### src/rtl/regfile_dump_pkg.sv
`default_nettype none
// ============================================================================
// Module   : regfile_dump_pkg
// Brief    : Shared CPU-side definitions for the register-file dump engine:
//            default data width and the dump FSM state encoding.
// Revision : 1.0 - initial release
// ============================================================================
package regfile_dump_pkg;

  // Default architectural data word width.
  localparam int XLEN_DEF = 32;

  // Dump sequencer states.
  typedef enum logic [1:0] {
    S_IDLE  = 2'd0,
    S_FETCH = 2'd1,
    S_SEND  = 2'd2,
    S_DONE  = 2'd3
  } dump_state_e;

endpackage : regfile_dump_pkg
`default_nettype wire

### src/rtl/regfile_dump.sv
`default_nettype none
// ============================================================================
// Module   : regfile_dump
// Brief    : Streams x0..x(NREGS-1) followed by a snapshot of the PC over a
//            valid/ready interface. Each word takes a FETCH cycle (read the
//            register file) and at least one SEND cycle (hold until accepted).
// Revision : 1.0 - initial release
// ============================================================================
module regfile_dump
  import regfile_dump_pkg::*;
#(
  parameter int XLEN  = XLEN_DEF,
  parameter int NREGS = 32
) (
  input  logic            clk,
  input  logic            rst,
  input  logic            start,
  input  logic [XLEN-1:0] pc_i,
  output logic [4:0]      rf_addr,
  input  logic [XLEN-1:0] rf_rdata,
  output logic            out_valid,
  input  logic            out_ready,
  output logic [XLEN-1:0] out_data,
  output logic [5:0]      out_idx,
  output logic            out_last,
  output logic            busy,
  output logic            done
);

  // Index of the trailing PC word; also the ceiling for idx.
  localparam logic [5:0] LAST_IDX = 6'(NREGS);

  dump_state_e     state;
  dump_state_e     state_next;
  logic [5:0]      idx;
  logic [XLEN-1:0] pc_snap;

  // The register file is addressed straight from the word counter.
  assign rf_addr = idx[4:0];

  // State register.
  always_ff @(posedge clk or posedge rst) begin
    if (rst) begin
      state <= S_IDLE;
    end else begin
      state <= state_next;
    end
  end

  // Next-state logic: one FETCH/SEND pair per word, then a single DONE cycle.
  always_comb begin
    state_next = state;
    case (state)
      S_IDLE:  if (start) state_next = S_FETCH;
      S_FETCH: state_next = S_SEND;
      S_SEND: begin
        if (out_ready) begin
          state_next = (idx == LAST_IDX) ? S_DONE : S_FETCH;
        end
      end
      S_DONE:  state_next = S_IDLE;
      default: state_next = S_IDLE;
    endcase
  end

  // Status outputs decoded from the current state.
  always_comb begin
    busy = (state != S_IDLE);
    done = (state == S_DONE);
  end

  // Datapath: PC snapshot, word counter and the held output word.
  always_ff @(posedge clk or posedge rst) begin
    if (rst) begin
      idx       <= '0;
      pc_snap   <= '0;
      out_valid <= 1'b0;
      out_data  <= '0;
      out_idx   <= '0;
      out_last  <= 1'b0;
    end else begin
      case (state)
        S_IDLE: begin
          if (start) begin
            pc_snap <= pc_i;
            idx     <= '0;
          end
        end
        S_FETCH: begin
          // x0 is hardwired zero; the final slot carries the PC snapshot.
          if (idx == 6'd0) begin
            out_data <= '0;
          end else if (idx == LAST_IDX) begin
            out_data <= pc_snap;
          end else begin
            out_data <= rf_rdata;
          end
          out_idx   <= idx;
          out_last  <= (idx == LAST_IDX);
          out_valid <= 1'b1;
        end
        S_SEND: begin
          if (out_ready) begin
            out_valid <= 1'b0;
            if (idx != LAST_IDX) begin
              idx <= idx + 6'd1;
            end
          end
        end
        default: ;
      endcase
    end
  end

endmodule : regfile_dump
`default_nettype wire

### config.mk
export PLATFORM = sky130hd
export DESIGN_NAME = regfile_dump
export DESIGN_NICKNAME = d
export VERILOG_FILES = /design/src/rtl/regfile_dump_pkg.sv /design/src/rtl/regfile_dump.sv
export SDC_FILE = /design/constraint.sdc
export NUM_CORES = 1
export LEC_CHECK = 0
export BUFFER_PORTS_ARGS = -buffer_cell sky130_fd_sc_hd__buf_2
export CAP_MARGIN = 10
export CORE_AREA = 5 5 107 109
export DETAILED_ROUTE_END_ITERATION = 10
export DIE_AREA = 0 0 112 114
export PLACE_DENSITY = 0.7
export SKIP_LAST_GASP = 1
export SYNTH_ARGS = -nofsm -noshare
export SYNTH_HDL_FRONTEND = slang
export SYNTH_SLANG_ARGS = --single-unit
export TNS_END_PERCENT = 10
### constraint.sdc
create_clock -name clk -period 4.45 [get_ports clk]
set_input_delay 0.89 -clock clk [delete_from_list [all_inputs] [get_ports clk]]
set_output_delay 0.89 -clock clk [all_outputs]
set_load 0.05 [all_outputs]
==> flow_metrics.env <==
export IMPL_grt_util_all_layers=0.134
export IMPL_slew_violations=0
export IMPL_cts_max_path_buffers=2
export IMPL_num_rows=38
export IMPL_p_int_mw=1.92
export IMPL_initial_core_utilization=0.336
export IMPL_timing_final_crit_period_ps=2380
export IMPL_hold_violations=0
export IMPL_count_of_yosys_warnings_during_synthesis=0
export IMPL_slew_headroom=0.400
export IMPL_final_instance_count_excl_fill=577
export IMPL_vias=2776
export IMPL_post_synth_inst_count=333
export IMPL_synth_commonest_cells="sky130_fd_sc_hd__dfrtp_1 (80), sky130_fd_sc_hd__nand2_1 (47), sky130_fd_sc_hd__nand3_1 (34), sky130_fd_sc_hd__nor2_1 (34)"
export IMPL_ys_seq_area_frac=0.567
export IMPL_share_seq_of_total_power=0.347
export IMPL_first_pass_iters=5
export IMPL_synth_most_common_cell="sky130_fd_sc_hd__dfrtp_1"
export IMPL_post_detailed_route_count_of_antenna_violating_nets=0
export IMPL_power_switching_mw=1.75
export IMPL_hold_path_class="reg2reg"
export IMPL_post_route_period_util=0.535
export IMPL_die_y_um=114
export IMPL_run_status="finished, final reports clean"
export IMPL_timing_worst_slew_pin_value_ps=898
export IMPL_ios=115
export IMPL_timing_critical_path_slowest_stage_cell="sky130_fd_sc_hd__dfrtp_1"
export IMPL_ys_flop_type="sky130_fd_sc_hd__dfrtp_1"
export IMPL_ys_ff_latch=80
export IMPL_cp_end_kind="output port"
export IMPL_final_setup_tns_ps=0
export IMPL_route_detailed_wl_per_inst_um=14.4
export IMPL_clkSlewWorstSetupHoldPaths_ps=80
export IMPL_layout_area_overhead_vs_synth_pct=23.9
export IMPL_grt_setup_unrepaired="no"
export IMPL_cp_arrival_ps=1490
export IMPL_cellLeakagePower_nw=2.04
export IMPL_clock_fmax_mhz=420
export IMPL_dp_cells=562
export IMPL_cp_cell_sequence="or2_1 > buf_2"
export IMPL_dieArea_um2=12800
export IMPL_synth_top_area_cell="sky130_fd_sc_hd__dfrtp_1"
export IMPL_design_final_nets=503
export IMPL_cts_tree="built"
export IMPL_report_final_setup_viol=0
export IMPL_antenna_violations_before_repair=0
export IMPL_maxCapViolations=0
export IMPL_pwr_share_clk=0.162
export IMPL_largest_net_degree_at_the_start_of_global_routing=66
export IMPL_synth_edf_count=0
export IMPL_post_cts_hold_buffer_count=0
export IMPL_skew_ps=9.98
export IMPL_worst_setup_path_start_kind="flip-flop"
export IMPL_place_port_buffers=114
export IMPL_clock_sinks=80
export IMPL_irDropWorstVdd_uv=358
export IMPL_n_antenna_cell=0
export IMPL_gp_congestion=0.769
export IMPL_detailedRoute_firstIterationViolations=173
export IMPL_core_area_um2=10500
export IMPL_detailed_place_hpwl_um=6060
export IMPL_via_per_inst=4.81
export IMPL_post_cts_resized=0
export IMPL_pwr_density_cell_nw_per_um2=838
export IMPL_p_comb_frac=0.491
export IMPL_cts_root_buf="sky130_fd_sc_hd__clkbuf_8"
export IMPL_drc=0
export IMPL_cts_htree_levels=3
export IMPL_timing_critical_path_fanout_max=13
export IMPL_net_count_after_synthesis=403
export IMPL_timing_critical_path_required_ps=3560
export IMPL_biggest_cell_delay_along_the_critical_path_ps=630
export IMPL_numCtsBuffers=9
export IMPL_sum_of_overflow_across_all_layers_after_global_routing=0
export IMPL_final_layout_size_suffix_gt1_frac=0.316
export IMPL_filler_cell_count=1044
export IMPL_grt_pass1_wl_um=13600
export IMPL_yosys_top_cells_area="sky130_fd_sc_hd__dfrtp_1 (57%), sky130_fd_sc_hd__mux2_1 (10%), sky130_fd_sc_hd__a31oi_1 (5.7%)"
export IMPL_wl_um=8300
export IMPL_synthesis_area_per_instance_um2=10.6
export IMPL_power_share_switching=0.476
export IMPL_synthesis_area_um2=3530
export IMPL_die_width_um=112
export IMPL_portion_of_synthesized_cell_area_occupied_by_the_leading_cell_type=0.567
export IMPL_path_class="reg2out"
export IMPL_synthArstFlopShare=1.00
export IMPL_insertion_delay_ps=350
export IMPL_netlist_cell_type_count=35
export IMPL_grt_pass1_vias=2735
export IMPL_cts_setup_buffers=0
## metal layers
layer | global-route usage | vias to the layer above | wire (µm) | share of wire
li1 | - | 1356 | - | -
met1 | 0.162 | 1329 | 3550 | 0.43
met2 | 0.223 | 80 | 4050 | 0.49
met3 | 0.0377 | 11 | 537 | 0.065
met4 | 0.0601 | 0 | 160 | 0.019
met5 | 0 | - | 0 | 0
## layout make-up
type	instances	area, µm²	area share
Inverter	7	27.5	0.00629
Clock buffer	12	155	0.0355
Sequential cell	80	2000	0.458
Timing Repair Buffer	119	608	0.139
Multi-Input combinational cell	216	1340	0.307
Clock inverter	3	65.1	0.0149
Tap cell	140	175	0.0400
## path summary, 6_finish.rpt
kind | from | endpoint | slack [ps] | cells past startpoint
min | out_idx[3] | out_idx[3] | 480 | 2
max | state[1] | busy | 2070 | 2
min in group asynchronous | rst | out_data[3] | 690 | 2
max in group asynchronous | rst | out_data[28] | 2850 | 3
max reg2reg | idx[0] | out_data[5] | 2270 | 6
min reg2reg | out_idx[3] | out_idx[3] | 480 | 2
## stage by stage
step                      cell area [µm²]  power, mW  hold WS (ps)   util  worst slack (ps)
final                                4380       3.67           484  0.416              2070
after global routing                 4380       3.93           501  0.416              1990
after CTS                            4380       3.72           485  0.416              2050
after detailed placement             4160       3.12           456  0.395              2120
after global placement               4160       3.06           459  0.395              2150
after floorplan                      3530       2.73           458      -              1510
## registers in the layout, summed over array words and instances (netlist names)
name / flops
out_data: 32
pc_snap: 32
idx: 6
out_idx: 6
state: 2
out_last: 1
out_valid: 1
## layout by cell type (no fill, tap or decap), drive strengths merged, types with 2 or more instances in the layout
| cell type | n |
|---|---|
| o21ai | 6 |
| dfrtp | 80 |
| mux2 | 32 |
| inv | 6 |
| buf | 119 |
| nand3 | 34 |
| clkbuf | 12 |
| a21oi | 2 |
| a21o | 3 |
| a31oi | 32 |
| nor3 | 2 |
| ha | 2 |
| bufinv | 2 |
| o31ai | 2 |
| nor2 | 35 |
| nand2 | 47 |
| mux2i | 2 |
| a211o | 2 |
| clkinv | 2 |
| nand2b | 3 |
## critical path, delay by kind of cell (launching register included)
| kind | cells | cell delay [ps] |
|---|---|---|
| flip-flops | 1 | 630 |
| buffers and inverters | 1 | 290 |
| AND/OR/NAND/NOR | 1 | 230 |
## power by group through the flow
stage	Clock (mW)	Combinational (mW)	Sequential, mW
2_1_floorplan	0	0.894	1.83
3_3_place_gp	0	1.79	1.27
3_5_place_dp	0	1.84	1.29
4_1_cts	0.612	1.84	1.28
5_1_grt	0.638	1.97	1.32
6_report	0.592	1.80	1.27
## cells by family after synthesis
logic type	synth area share
and+or+nand+nor	0.165
muxes	0.108
adders and majority gates	0.00708
DFF	0.567
buffers and inverters	0.0567
AOI/OAI and AO/OA	0.0964
Power figures use the tool's default switching activity.
